### src/rtl/uart_pkg.sv
// Shared definitions for the UART transmit arbiter: default sizes and the
// FSM state encoding used by the arbiter core.
package uart_pkg;

   // Default byte width of the transmitter data path.
   localparam int UART_WIDTH   = 8;

   // Default number of requesters sharing one UART transmitter.
   localparam int UART_NUM_REQ = 4;

   // Arbiter FSM states.
   //   IDLE      : free to accept a new request.
   //   WAIT_BUSY : byte launched, waiting for the transmitter to raise busy.
   //   WAIT_DONE : transmitter busy, waiting for it to finish.
   typedef enum logic [1:0] {
      IDLE      = 2'd0,
      WAIT_BUSY = 2'd1,
      WAIT_DONE = 2'd2
   } state_e;

endpackage

### src/rtl/uart_tx_arbiter_if.sv
// Bundle of requester-side and transmitter-side signals of the UART TX
// arbiter. The slave modport is the arbiter's view; the master modport is
// the view of whatever drives the requests and the transmitter busy flag.
interface uart_tx_arbiter_if
   import uart_pkg::*;
#(
   parameter int NUM_REQ = UART_NUM_REQ,
   parameter int WIDTH   = UART_WIDTH
);
   localparam int IDX_W = $clog2(NUM_REQ);

   logic [NUM_REQ-1:0]       i_req;
   logic [NUM_REQ*WIDTH-1:0] i_data;
   logic [NUM_REQ-1:0]       i_last;
   logic [NUM_REQ-1:0]       o_gnt;
   logic [IDX_W-1:0]         o_owner;
   logic                     o_tx_data_valid;
   logic [WIDTH-1:0]         o_tx_data;
   logic                     i_tx_busy;
   logic                     o_active;
   logic                     o_err;

   modport master (
      output i_req, i_data, i_last, i_tx_busy,
      input  o_gnt, o_owner, o_tx_data_valid, o_tx_data, o_active, o_err
   );

   modport slave (
      input  i_req, i_data, i_last, i_tx_busy,
      output o_gnt, o_owner, o_tx_data_valid, o_tx_data, o_active, o_err
   );

endinterface

### src/rtl/uart_rr_picker.sv
// Combinational round-robin picker: starting just after the pointer and
// wrapping around, returns the first set request as one-hot and as index.
module uart_rr_picker #(
   parameter int NUM_REQ = 4,
   parameter int IDX_W   = $clog2(NUM_REQ)
) (
   input  logic [NUM_REQ-1:0] req,
   input  logic [IDX_W-1:0]   ptr,
   output logic [NUM_REQ-1:0] gnt,
   output logic [IDX_W-1:0]   idx,
   output logic               any
);

   logic [IDX_W-1:0] cand;

   // Walk ptr+1 .. ptr+NUM_REQ (mod NUM_REQ); the pointer itself is last.
   always_comb begin
      // NOTE: every output gets a default before the loop so no path leaves
      // a variable unassigned, which would otherwise infer a latch.
      gnt  = '0;
      idx  = '0;
      any  = 1'b0;
      cand = '0;
      for (int i = 1; i <= NUM_REQ; i++) begin
         cand = IDX_W'((int'(ptr) + i) % NUM_REQ);
         if (!any && req[cand]) begin
            any       = 1'b1;
            idx       = cand;
            gnt[cand] = 1'b1;
         end
      end
   end

endmodule

### src/rtl/uart_tx_arbiter.sv
// Round-robin arbiter sharing one UART transmitter between NUM_REQ byte
// requesters. One byte is launched per grant; the next grant waits until
// the transmitter has raised and dropped busy, or until the busy timeout.
// Optional feature: define UART_TX_ARB_LOCK_EN to keep the grant on one
// requester until it sends a byte flagged with i_last (packet lock).
module uart_tx_arbiter
   import uart_pkg::*;
#(
   parameter int NUM_REQ = UART_NUM_REQ,
   parameter int WIDTH   = UART_WIDTH,
   parameter int BUSY_TO = 4
) (
   input  logic             i_clk,
   input  logic             i_rst,
   uart_tx_arbiter_if.slave bus
);

   localparam int IDX_W = $clog2(NUM_REQ);
   localparam int CNT_W = $clog2(BUSY_TO + 1);

   state_e               state_q;
   logic [IDX_W-1:0]     rr_ptr_q;
   logic [CNT_W-1:0]     cnt_q;
   logic [NUM_REQ-1:0]   gnt_q;
   logic [IDX_W-1:0]     owner_q;
   logic                 valid_q;
   logic [WIDTH-1:0]     data_q;
   logic                 active_q;
   logic                 err_q;

   logic [NUM_REQ-1:0]   eligible;
   logic [NUM_REQ-1:0]   pick_gnt;
   logic [IDX_W-1:0]     pick_idx;
   logic                 pick_any;
   logic [WIDTH-1:0]     pick_data;
   logic                 launch;

`ifdef UART_TX_ARB_LOCK_EN
   logic lock_q;

   // While locked only the current owner may be granted; the pointer equals
   // the owner after any grant, so it names the locked requester.
   always_comb begin
      eligible = bus.i_req;
      if (lock_q) begin
         eligible = bus.i_req & (NUM_REQ'(1) << rr_ptr_q);
      end
   end

   // Lock follows the i_last flag of each granted byte.
   always_ff @(posedge i_clk or negedge i_rst) begin
      if (!i_rst) begin
         lock_q <= 1'b0;
      end else if (launch) begin
         lock_q <= ~bus.i_last[pick_idx];
      end
   end
`else
   logic unused_last;

   assign eligible    = bus.i_req;
   assign unused_last = ^bus.i_last;
`endif

   uart_rr_picker #(
      .NUM_REQ (NUM_REQ),
      .IDX_W   (IDX_W)
   ) u_picker (
      .req (eligible),
      .ptr (rr_ptr_q),
      .gnt (pick_gnt),
      .idx (pick_idx),
      .any (pick_any)
   );

   // Byte of the winning requester.
   always_comb begin
      pick_data = '0;
      for (int k = 0; k < NUM_REQ; k++) begin
         if (pick_idx == IDX_W'(k)) begin
            pick_data = bus.i_data[k*WIDTH +: WIDTH];
         end
      end
   end

   // A request is only accepted when idle and the transmitter is free.
   assign launch = (state_q == IDLE) && !bus.i_tx_busy && pick_any;

   // Arbiter FSM with registered outputs.
   always_ff @(posedge i_clk or negedge i_rst) begin
      if (!i_rst) begin
         state_q  <= IDLE;
         rr_ptr_q <= IDX_W'(NUM_REQ - 1);
         cnt_q    <= '0;
         gnt_q    <= '0;
         owner_q  <= '0;
         valid_q  <= 1'b0;
         data_q   <= '0;
         active_q <= 1'b0;
         err_q    <= 1'b0;
      end else begin
         // NOTE: state is updated with non-blocking assignments so every
         // register samples the pre-edge values, independent of statement
         // order; the pulse outputs default low and are raised below.
         gnt_q   <= '0;
         valid_q <= 1'b0;
         err_q   <= 1'b0;
         case (state_q)
            IDLE: begin
               if (launch) begin
                  state_q  <= WAIT_BUSY;
                  rr_ptr_q <= pick_idx;
                  owner_q  <= pick_idx;
                  gnt_q    <= pick_gnt;
                  valid_q  <= 1'b1;
                  data_q   <= pick_data;
                  active_q <= 1'b1;
                  cnt_q    <= '0;
               end
            end
            WAIT_BUSY: begin
               if (bus.i_tx_busy) begin
                  state_q <= WAIT_DONE;
               end else if (cnt_q == CNT_W'(BUSY_TO - 1)) begin
                  state_q  <= IDLE;
                  active_q <= 1'b0;
                  err_q    <= 1'b1;
               end else begin
                  cnt_q <= cnt_q + CNT_W'(1);
               end
            end
            WAIT_DONE: begin
               if (!bus.i_tx_busy) begin
                  state_q  <= IDLE;
                  active_q <= 1'b0;
               end
            end
            default: begin
               state_q  <= IDLE;
               active_q <= 1'b0;
            end
         endcase
      end
   end

   assign bus.o_gnt           = gnt_q;
   assign bus.o_owner         = owner_q;
   assign bus.o_tx_data_valid = valid_q;
   assign bus.o_tx_data       = data_q;
   assign bus.o_active        = active_q;
   assign bus.o_err           = err_q;

endmodule

### src/flat_wrapper.sv
// flat-port wrapper written by rule: the top's interface ports become plain ports
module uart_tx_arbiter_flat import uart_pkg::*;
#(
   parameter int NUM_REQ = UART_NUM_REQ,
   parameter int WIDTH   = UART_WIDTH,
   parameter int BUSY_TO = 4
)
  (i_clk, i_rst, bus_i_req, bus_i_data, bus_i_last, bus_i_tx_busy, bus_o_gnt, bus_o_owner, bus_o_tx_data_valid, bus_o_tx_data, bus_o_active, bus_o_err);
  uart_tx_arbiter_if #(.NUM_REQ(NUM_REQ), .WIDTH(WIDTH)) bus_i ();
  input  logic i_clk;
  input  logic i_rst;
  input wire logic [$bits(bus_i.i_req)-1:0] bus_i_req;
  input wire logic [$bits(bus_i.i_data)-1:0] bus_i_data;
  input wire logic [$bits(bus_i.i_last)-1:0] bus_i_last;
  input wire logic [$bits(bus_i.i_tx_busy)-1:0] bus_i_tx_busy;
  output wire logic [$bits(bus_i.o_gnt)-1:0] bus_o_gnt;
  output wire logic [$bits(bus_i.o_owner)-1:0] bus_o_owner;
  output wire logic [$bits(bus_i.o_tx_data_valid)-1:0] bus_o_tx_data_valid;
  output wire logic [$bits(bus_i.o_tx_data)-1:0] bus_o_tx_data;
  output wire logic [$bits(bus_i.o_active)-1:0] bus_o_active;
  output wire logic [$bits(bus_i.o_err)-1:0] bus_o_err;
  assign bus_i.i_req = bus_i_req;
  assign bus_i.i_data = bus_i_data;
  assign bus_i.i_last = bus_i_last;
  assign bus_i.i_tx_busy = bus_i_tx_busy;
  assign bus_o_gnt = bus_i.o_gnt;
  assign bus_o_owner = bus_i.o_owner;
  assign bus_o_tx_data_valid = bus_i.o_tx_data_valid;
  assign bus_o_tx_data = bus_i.o_tx_data;
  assign bus_o_active = bus_i.o_active;
  assign bus_o_err = bus_i.o_err;
  uart_tx_arbiter #(.NUM_REQ(NUM_REQ), .WIDTH(WIDTH), .BUSY_TO(BUSY_TO)) u_core (.i_clk(i_clk), .i_rst(i_rst), .bus(bus_i));
endmodule
### config.mk
export PLATFORM = sky130hd
export DESIGN_NAME = uart_tx_arbiter_flat
export DESIGN_NICKNAME = d
export VERILOG_FILES = /design/src/rtl/uart_pkg.sv /design/src/rtl/uart_tx_arbiter_if.sv /design/src/rtl/uart_rr_picker.sv /design/src/rtl/uart_tx_arbiter.sv /design/src/flat_wrapper.sv
export SDC_FILE = /design/constraint.sdc
export NUM_CORES = 1
export LEC_CHECK = 0
export CAP_MARGIN = 20
export CORE_MARGIN = 4
export CORE_UTILIZATION = 46
export DETAILED_ROUTE_END_ITERATION = 10
export PLACE_DENSITY = 0.9
export SLEW_MARGIN = 10
export SYNTH_ARGS = -nofsm -noshare
export SYNTH_HDL_FRONTEND = slang
export SYNTH_SLANG_ARGS = --single-unit
### constraint.sdc
create_clock -name i_clk -period 4.2 [get_ports i_clk]
set_input_delay 1.05 -clock i_clk [delete_from_list [all_inputs] [get_ports i_clk]]
set_output_delay 1.05 -clock i_clk [all_outputs]
set_load 0.005 [all_outputs]
==> results of run 1 <==
[layout make-up]
| type | instances | area [sq um] | area share (%) |
|---|---|---|---|
| clock buffers | 3 | 41.3 | 1.70 |
| clock inverters | 1 | 30.0 | 1.23 |
| inverters | 6 | 22.5 | 0.925 |
| multi-input cells | 120 | 1070 | 44.1 |
| flip-flops and latches | 24 | 603 | 24.8 |
| well taps | 48 | 60.1 | 2.47 |
| repair buffers | 61 | 603 | 24.8 |
[metrics by stage]
step	cell area [sq um]	power [mW]	utilization (%)	hold WS, ns
5_1_grt	2430	1.98	66.5	0.521
2_1_floorplan	1750	1.30	-	0.467
3_5_place_dp	2350	1.65	64.1	0.466
3_3_place_gp	2350	1.61	64.1	0.461
4_1_cts	2420	1.86	66.1	0.487
6_report	2430	1.84	66.5	0.485
[Yosys cell counts]
library cell / instances
mux2_2: 8
mux2_4: 8
or4b_2: 1
a2111o_1: 1
buf_6: 1
a221oi_1: 1
clkbuf_2: 2
mux4_2: 2
a21o_1: 2
o21ba_2: 1
o211ai_1: 2
nor2b_1: 1
nand3_1: 4
mux2i_1: 27
inv_1: 5
nand2_1: 15
ha_1: 10
a21oi_1: 5
nor2_1: 6
o22ai_1: 1
o21ai_2: 8
clkinv_1: 1
a22o_1: 4
or2_4: 1
buf_2: 6
xnor2_1: 1
nor3_1: 2
clkbuf_1: 3
dfstp_2: 2
dfrtp_1: 22
or4_4: 1
a211oi_1: 2
o21ai_0: 5
nand4_4: 1
[flip-flops by register name, summed over array words and instances (netlist names)]
name                        flops
u_core.rr_ptr_q                 2
u_core.bus.o_active             1
u_core.cnt_q                    3
u_core.bus.o_tx_data            8
u_core.bus.o_err                1
u_core.bus.o_owner              2
u_core.bus.o_gnt                4
u_core.state_q                  2
u_core.bus.o_tx_data_valid      1
[worst max-delay path by stage]
stage	start	to	slack, ns	cells after the start
final	bus_i_req[2]	u_core.bus.o_tx_data[1]	0.69	7
after floorplan	u_core.rr_ptr_q[0]	u_core.bus.o_tx_data[0]	0.90	10
after detailed placement	bus_i_req[2]	u_core.bus.o_tx_data[1]	0.41	7
after global routing	bus_i_req[3]	u_core.bus.o_tx_data[2]	0.60	7
after global placement	bus_i_req[2]	u_core.bus.o_tx_data[5]	0.46	7
after CTS	bus_i_req[2]	u_core.bus.o_tx_data[1]	0.68	7
[worst register-to-register path, cell delays in order, from the launching register on]
cell and delay [ns]:
dfstp_2 0.71, inv_1 0.15, ha_1 0.33, mux4_2 0.39
or2_4 0.28, or4_4 0.53, nand4_4 0.24, mux2_4 0.33
o21ai_2 0.11
[power by group]
| group | leakage (nW) | total [mW] | switching [mW] | internal, mW |
|---|---|---|---|---|
| clock | 0.0357 | 0.204 | 0.0764 | 0.127 |
| sequential | 0.303 | 0.421 | 0.0866 | 0.335 |
| combinational | 0.754 | 1.22 | 0.541 | 0.675 |
[metal layers]
layer	up-vias	GRT usage, %	wire, um	share of wire, %
met5	-	0	0	0
met3	4	5.07	303	8.3
met1	657	15.2	1420	39
met2	53	29.2	1900	52
li1	689	-	-	-
met4	0	3.62	31	0.85
[placed cells by master, fill, tap and decap left out, types with 6 or more instances in the layout]
master           synthesis  routed
nand2_1                 15      15
dfrtp_1                 22      22
mux2_4                   8       8
ha_1                    10      10
mux2i_1                 27      27
clkdlybuf4s50_1          0      55
o21ai_2                  8       8
nor2_1                   6       6
mux2_2                   8       8
[cell families (layout without fill, tap and decap cells)]
logic type,Yosys count,after routing,synth area share [%]
multiplexers,45,45,30.0
AO/OA/AOI/OAI,32,32,13.5
AND/OR/NAND/NOR,32,32,9.51
flip-flops,24,24,34.5
buffers and inverters,18,71,4.86
adder cells (fa/ha/maj),10,10,7.15
XOR/XNOR,1,1,0.500
==> results.sh, run 1 <==
export IMPL_drv_slew=0
export IMPL_ant_nets=0
export IMPL_drv_cap=0
export IMPL_num_rows=22
export IMPL_worstPathMaxFanout=9
export IMPL_overflow=0
export IMPL_wl_per_cell_um=13.9
export IMPL_yosys_area_top_type="dfrtp_1"
export IMPL_cts_clk_slew_worst_paths_ns=0.09
export IMPL_ios=60
export IMPL_ff2ff_path_depth=8
export IMPL_whs_path_depth=2
export IMPL_grt_pass1_wl_um=6020
export IMPL_fin_crit_ns=3.51
export IMPL_start_util_pct=47.8
export IMPL_dp_cells=258
export IMPL_cp_end_kind="flop"
export IMPL_yosysUniqueCellTypes=34
export IMPL_final_cells=263
export IMPL_worst_pin_slew_ns=0.435
export IMPL_drc=0
export IMPL_yosysTopAreaCellShare_pct=31.5
export IMPL_coreArea_sq_um=3660
export IMPL_avgSynthCellArea_sq_um=10.8
export IMPL_rrSetupSlack_ns=1.07
export IMPL_startpoint_type="input pin"
export IMPL_r2r_end="u_core.bus.o_tx_data[1]"
export IMPL_synth_area_top_cells="dfrtp_1 (31%), mux2i_1 (15%), ha_1 (7.1%), mux2_4 (6.9%), mux2_2 (5.1%)"
export IMPL_hp_class="flop to flop"
export IMPL_worstPathArrival_ns=3.71
export IMPL_fin_crit_sh_pct=83.5
export IMPL_setup_ws_ns=0.695
export IMPL_wl_um=3660
export IMPL_drtPass1Iterations=4
export IMPL_fin_tns_setup_ns=0
export IMPL_cts_sinks=24
export IMPL_clk_latency_ns=0.27
export IMPL_leakagePower_nw=1.09
export IMPL_grt_pass1_vias=1409
export IMPL_ys_ff_latch=24
export IMPL_die_w_um=69.7
export IMPL_clock_fmax_ghz=0.285
export IMPL_slew_headroom_pct=70.8
export IMPL_critPathRequiredTime_ns=4.40
export IMPL_drive_gt1_share_pct=20.5
export IMPL_synth_warnings=0
export IMPL_cts_resized=0
export IMPL_hold_violations=0
export IMPL_hold_buffers=0
export IMPL_gp_congestion=0.783
export IMPL_outcome="finished clean"
export IMPL_dp_slack_ns=0.409
export IMPL_rsz0062_at_grt="no"
export IMPL_post_cts_buffers=0
export IMPL_synth_seq_area_share_pct=34.5
export IMPL_gr_usage_all_layers_pct=15.0
export IMPL_setup_viol=0
export IMPL_postSynthNetCount=215
export IMPL_clockBufferDepth=2
export IMPL_numCtsBuffers=3
export IMPL_cpMaxStageDelayCell="mux4_2"
export IMPL_holdCritStartpoint="u_core.bus.o_tx_data[5]"
export IMPL_cp_buffers_inverters=1
export IMPL_critical_path_max_stage_delay_ns=0.62
export IMPL_grt_max_degree=25
export IMPL_die_h_um=69.7
export IMPL_fillers=295
export IMPL_power_density_nw_per_um2=756
export IMPL_syn_to_final_growth_pct=39.1
export IMPL_vdd_drop_max_v=0.000362
export IMPL_fin_skew_ns=0.00301
export IMPL_r2r_start="u_core.rr_ptr_q[1]"
export IMPL_nNetsFinal=269
export IMPL_antenna_found_initial=0
export IMPL_cts_root_buffer="clkbuf_8"
export IMPL_avgViaCountPerCell=5.33
export IMPL_cp_top_family="simple AND/OR/NAND/NOR gates"
export IMPL_syn_inst=162
export IMPL_htreeDepth=1
export IMPL_netlist_area_sq_um=1750
export IMPL_path_cells="clkdlybuf4s50_1, mux4_2, or2_4, or4_4, nand4_4, mux2_4, o21ai_2"
export IMPL_vias=1403
export IMPL_crit_type="input pin to flop"
export IMPL_io_buffers=55
export IMPL_n_antenna_cell=0
export IMPL_hold_end="u_core.bus.o_tx_data[5]"
export IMPL_first_iter_violations=43
export IMPL_dpl_hpwl_um=2820
export IMPL_cts_tree="yes"
export IMPL_dieArea_sq_um=4860
Note: power is estimated with default switching activity, not from simulation.
==> inputs of run 2 (changes only) <==
==> constraint.sdc (replaced) <==
create_clock -name i_clk -period 3.6 [get_ports i_clk]
set_input_delay 0.9 -clock i_clk [delete_from_list [all_inputs] [get_ports i_clk]]
set_output_delay 0.9 -clock i_clk [all_outputs]
set_load 0.005 [all_outputs]
==> run 2 against run 1 <==
Effect of this change: clock power grew 17%; die area is the same; largest cell class unchanged; critical path type is now flop to flop; global-route usage fell by 0.10 points; clock-buffer cell count stayed put; routed wire length is 1.7% lower; first-iteration DRC count fell by 16%; cell area grew 2.5%; worst hold slack got worse by 0.0021 ns; largest power group unchanged.
==> results.sh, run 2 (synthesis results as in run 1) <==
export IMPL_nNetsFinal=276
export IMPL_clockBufferDepth=2
export IMPL_dp_slack_ns=0.0236
export IMPL_place_area_sq_um=2390
export IMPL_avgViaCountPerCell=5.26
export IMPL_cp_buffers_inverters=1
export IMPL_cts_sinks=24
export IMPL_first_iter_violations=36
export IMPL_layout_common_cells="clkdlybuf4s50_1 (55), mux2i_1 (27), dfrtp_1 (22), nand2_1 (15), buf_4 (11)"
export IMPL_die_w_um=69.7
export IMPL_fin_skew_ns=0.00177
export IMPL_worst_pin_slew_ns=0.469
export IMPL_ios=60
export IMPL_fin_tns_setup_ns=0
export IMPL_drtPass1Iterations=4
export IMPL_gp_congestion=0.795
export IMPL_critical_path_max_stage_delay_ns=0.70
export IMPL_cts_tree="yes"
export IMPL_clk_latency_ns=0.27
export IMPL_switching_share_pct=37.7
export IMPL_p_int_mw=1.36
export IMPL_worstPathMaxFanout=13
export IMPL_design_area_sq_um=2490
export IMPL_dp_cells=264
export IMPL_clock_fmax_ghz=0.309
export IMPL_p_clk_share_pct=10.9
export IMPL_outcome="finished clean"
export IMPL_htreeDepth=1
export IMPL_rrSetupSlack_ns=0.36
export IMPL_largest_reg_flops=8
export IMPL_worstPathArrival_ns=3.44
export IMPL_drv_cap=0
export IMPL_cts_clk_slew_worst_paths_ns=0.09
export IMPL_drive_gt1_share_pct=23.0
export IMPL_die_h_um=69.7
export IMPL_dieArea_sq_um=4860
export IMPL_wl_um=3590
export IMPL_fin_crit_ns=3.24
export IMPL_whs_path_depth=2
export IMPL_p_sw_uw=821
export IMPL_wl_per_cell_um=13.3
export IMPL_drv_slew=0
export IMPL_setup_ws_ns=0.363
export IMPL_r2r_end="u_core.bus.o_tx_data[7]"
export IMPL_r2r_start="u_core.rr_ptr_q[1]"
export IMPL_final_common_cell="clkdlybuf4s50_1"
export IMPL_power_density_nw_per_um2=873
export IMPL_hold_buffers=0
export IMPL_cts_root_buffer="clkbuf_8"
export IMPL_cp_end_kind="flop"
export IMPL_drc=0
export IMPL_overflow=0
export IMPL_cp_top_family="simple AND/OR/NAND/NOR gates"
export IMPL_hp_class="flop to flop"
export IMPL_syn_to_final_growth_pct=42.5
export IMPL_coreArea_sq_um=3660
export IMPL_io_buffers=55
export IMPL_gr_usage_all_layers_pct=14.9
export IMPL_rsz0062_at_grt="no"
export IMPL_seqPwrFrac_pct=21.4
export IMPL_grt_pass1_vias=1418
export IMPL_crit_type="flop to flop"
export IMPL_cts_resized=0
export IMPL_startpoint_type="flop"
export IMPL_hold_violations=0
export IMPL_grt_pass1_wl_um=6000
export IMPL_cpMaxStageDelayCell="dfstp_2"
export IMPL_post_cts_buffers=0
export IMPL_vias=1420
export IMPL_n_antenna_cell=0
export IMPL_fin_crit_sh_pct=89.9
export IMPL_numCtsBuffers=3
export IMPL_path_cells="inv_1, ha_1, mux4_2, or2_4, or4_4, nand4_4, mux2_4, o21ai_2"
export IMPL_start_util_pct=47.8
export IMPL_p_comb_share_pct=67.7
export IMPL_ff2ff_path_depth=8
export IMPL_holdCritStartpoint="u_core.bus.o_tx_data[5]"
export IMPL_slew_headroom_pct=68.6
export IMPL_hold_end="u_core.bus.o_tx_data[5]"
export IMPL_setup_viol=0
export IMPL_ant_nets=0
export IMPL_power_mw=2.18
export IMPL_final_cells=270
export IMPL_leakagePower_nw=1.13
export IMPL_antenna_found_initial=0
export IMPL_dpl_hpwl_um=2850
export IMPL_num_rows=22
export IMPL_critPathRequiredTime_ns=3.80
export IMPL_grt_max_degree=24
export IMPL_vdd_drop_max_v=0.000586
## run 2: changes by cell type in the layout (fill, tap and decap cells not counted)
cell,change
buf_8,+1
buf_4,+6
## run 2: worst max-delay path by stage
stage                     depth (start not counted)                from                      end
after global placement                            8        bus_i_req[0]  u_core.bus.o_tx_data[6]
after global routing                              8  u_core.rr_ptr_q[1]  u_core.bus.o_tx_data[5]
after CTS                                         8  u_core.rr_ptr_q[1]  u_core.bus.o_tx_data[0]
final                                             8  u_core.rr_ptr_q[1]  u_core.bus.o_tx_data[7]
after detailed placement                          8        bus_i_req[0]  u_core.bus.o_tx_data[0]
after floorplan                                  10  u_core.rr_ptr_q[0]  u_core.bus.o_tx_data[0]
## run 2: stage by stage
stage	hold slack, ns	utilization, %
2_1_floorplan	0.467	-
3_3_place_gp	0.461	65.4
3_5_place_dp	0.465	65.4
4_1_cts	0.486	67.3
5_1_grt	0.515	68.1
6_report	0.483	68.1
## run 2: area by class of cell
type / count / area [sq um]
fillers: 276 / 1170
inverters: 6 / 22.5
well taps: 48 / 60.1
flip-flops and latches: 24 / 603
clock buffers: 3 / 41.3
clock inverters: 1 / 30.0
multi-input cells: 120 / 1070
repair buffers: 68 / 663
## run 2: power by group through the flow
stage	sequential [mW]	combinational (mW)	clock, mW
2_1_floorplan	0.464	1.06	0
3_3_place_gp	0.469	1.42	0
3_5_place_dp	0.473	1.46	0
4_1_cts	0.467	1.47	0.241
5_1_grt	0.480	1.60	0.250
6_report	0.466	1.47	0.238
## run 2: worst register-to-register path: cells and delay by family, from the launching register on
kind | cells | cell delay (ns)
DFF | 1 | 0.70
buffers and inverters | 1 | 0.14
and+or+nand+nor | 3 | 1.03
AOI/OAI and AO/OA | 1 | 0.10
muxes | 2 | 0.70
adders and majority gates | 1 | 0.51
## run 2: routing by layer
metal | part of all wire (%) | up-vias | global-route usage, %
met2 | 54 | 44 | 28.8
met5 | 0 | - | 0
met4 | 0.61 | 0 | 3.83
met3 | 7.3 | 4 | 3.91
li1 | - | 699 | -
met1 | 38 | 673 | 15.9
==> inputs of run 3 (changes only) <==
--- a/config.mk
+++ b/config.mk
@@ -10,7 +10,7 @@
 export CORE_UTILIZATION = 46
 export DETAILED_ROUTE_END_ITERATION = 10
 export PLACE_DENSITY = 0.9
-export SLEW_MARGIN = 10
+export SLEW_MARGIN = 30
 export SYNTH_ARGS = -nofsm -noshare
 export SYNTH_HDL_FRONTEND = slang
 export SYNTH_SLANG_ARGS = --single-unit
==> run 3 against run 2 <==
Effect of this change: sequential share of layout area grew 0.23 points; die area is the same; clock skew grew 0.0032 ns; combinational power is essentially flat; sequential power barely moved; via count barely moved; power decreased by 0.31%; worst hold slack got worse by 0.0011 ns; non-clock buffer count is 1 lower; register-to-register slack is essentially flat; clock power increased by 2%; critical endpoint unchanged.
==> results.sh, run 3 (synthesis results as in run 1) <==
export IMPL_outcome="finished clean"
export IMPL_hold_violations=0
export IMPL_n_antenna_cell=0
export IMPL_htreeDepth=1
export IMPL_syn_to_final_growth_pct=41.2
export IMPL_cts_sinks=24
export IMPL_wl_um=3620
export IMPL_crit_cells=8
export IMPL_ant_nets=0
export IMPL_hold_end="u_core.bus.o_tx_data[5]"
export IMPL_startpoint_type="flop"
export IMPL_ff2ff_path_depth=8
export IMPL_largest_reg_flops=8
export IMPL_fillers=279
export IMPL_layout_common_cells="clkdlybuf4s50_1 (54), mux2i_1 (27), dfrtp_1 (22), nand2_1 (15), buf_4 (11)"
export IMPL_gp_congestion=0.795
export IMPL_numCtsBuffers=3
export IMPL_grt_pass1_vias=1393
export IMPL_whs_path_depth=2
export IMPL_avgViaCountPerCell=5.28
export IMPL_grt_pass1_wl_um=5950
export IMPL_nNetsFinal=275
export IMPL_die_h_um=69.7
export IMPL_cp_top_family="simple AND/OR/NAND/NOR gates"
export IMPL_dpl_hpwl_um=2900
export IMPL_fin_skew_ns=0.00495
export IMPL_place_area_sq_um=2400
export IMPL_r2r_start="u_core.rr_ptr_q[1]"
export IMPL_design_area_sq_um=2470
export IMPL_gr_usage_all_layers_pct=15.1
export IMPL_cts_resized=0
export IMPL_ios=60
export IMPL_wl_per_cell_um=13.4
export IMPL_slew_headroom_pct=67.6
export IMPL_crit_path_start="u_core.rr_ptr_q[1]"
export IMPL_cpMaxStageDelayCell="dfstp_2"
export IMPL_worstPathMaxFanout=13
export IMPL_overflow=0
export IMPL_cts_root_buffer="clkbuf_8"
export IMPL_dp_slack_ns=0.189
export IMPL_drtPass1Iterations=4
export IMPL_crit_type="flop to flop"
export IMPL_drv_slew=0
export IMPL_clk_latency_ns=0.28
export IMPL_hp_class="flop to flop"
export IMPL_cp_buffers_inverters=1
export IMPL_worstPathArrival_ns=3.45
export IMPL_dp_cells=265
export IMPL_fin_tns_setup_ns=0
export IMPL_holdCritStartpoint="u_core.bus.o_tx_data[5]"
export IMPL_drv_cap=0
export IMPL_leakagePower_nw=1.12
export IMPL_rrSetupSlack_ns=0.36
export IMPL_setup_viol=0
export IMPL_num_rows=22
export IMPL_dieArea_sq_um=4860
export IMPL_final_common_cell="clkdlybuf4s50_1"
export IMPL_worst_pin_slew_ns=0.484
export IMPL_critPathRequiredTime_ns=3.81
export IMPL_critical_path_max_stage_delay_ns=0.70
export IMPL_hold_buffers=0
export IMPL_start_util_pct=47.8
export IMPL_cp_end_kind="flop"
export IMPL_clockBufferDepth=2
export IMPL_path_cells="inv_1, ha_1, mux4_2, or2_4, or4_4, nand4_4, mux2_4, o21ai_2"
export IMPL_die_w_um=69.7
export IMPL_io_buffers=55
export IMPL_clock_fmax_ghz=0.309
export IMPL_cts_tree="yes"
export IMPL_post_cts_buffers=0
export IMPL_drc=0
export IMPL_power_density_nw_per_um2=878
export IMPL_vdd_drop_max_v=0.000498
export IMPL_final_cells=269
export IMPL_r2r_end="u_core.bus.o_tx_data[7]"
export IMPL_fin_crit_ns=3.24
export IMPL_rsz0062_at_grt="no"
export IMPL_antenna_found_initial=0
export IMPL_fin_crit_sh_pct=90.0
export IMPL_coreArea_sq_um=3660
export IMPL_cts_clk_slew_worst_paths_ns=0.09
export IMPL_drive_gt1_share_pct=23.1
export IMPL_vias=1419
export IMPL_first_iter_violations=45
export IMPL_setup_ws_ns=0.360
export IMPL_grt_max_degree=24
==> run 3: changes by cell type in the layout (fill, tap and decap cells not counted), sizes merged <==
cell           delta
clkdlybuf4s50     -1
==> run 3: worst max-delay path by stage <==
stage	slack, ns	endpoint
floorplan	0.30	u_core.bus.o_tx_data[0]
global placement	0.15	u_core.bus.o_tx_data[6]
detailed placement	0.19	u_core.bus.o_tx_data[7]
CTS	0.34	u_core.bus.o_tx_data[7]
global route	0.22	u_core.bus.o_tx_data[0]
finish	0.36	u_core.bus.o_tx_data[7]
==> run 3: layout make-up <==
| class | instances | area [sq um] | area share (%) |
|---|---|---|---|
| Tap cell | 48 | 60.1 | 2.43 |
| Sequential cell | 24 | 603 | 24.4 |
| Clock buffer | 3 | 41.3 | 1.67 |
| Multi-Input combinational cell | 120 | 1070 | 43.5 |
| Timing Repair Buffer | 67 | 639 | 25.9 |
| Inverter | 6 | 22.5 | 0.911 |
| Clock inverter | 1 | 30.0 | 1.22 |
==> run 3: worst reg2reg max path: cells and delay by family, from the launching register on <==
| kind | cells | cell delay (ns) |
|---|---|---|
| AO/OA/AOI/OAI | 1 | 0.10 |
| adder cells (fa/ha/maj) | 1 | 0.49 |
| buffers and inverters | 1 | 0.14 |
| flip-flops | 1 | 0.70 |
| multiplexers | 2 | 0.70 |
| AND/OR/NAND/NOR | 3 | 1.04 |
==> run 3: per-layer routing <==
layer | track usage, % | wire (um)
met1 | 15.2 | 1330
met2 | 29.7 | 1960
met3 | 3.91 | 283
met4 | 5.11 | 44
met5 | 0 | 0
==> run 3: report_power, final <==
group	switching [mW]	leakage, nW	internal [mW]
Clock	0.0945	0.0357	0.149
Combinational	0.651	0.781	0.809
Sequential	0.0767	0.303	0.389
==> run 3: metrics by stage <==
step	hold WS, ns	total power [mW]	util, %
detailed placement	0.465	1.95	65.7
global placement	0.461	1.89	65.4
CTS	0.485	2.20	67.6
floorplan	0.467	1.52	-
finish	0.482	2.17	67.5
global route	0.505	2.33	67.5
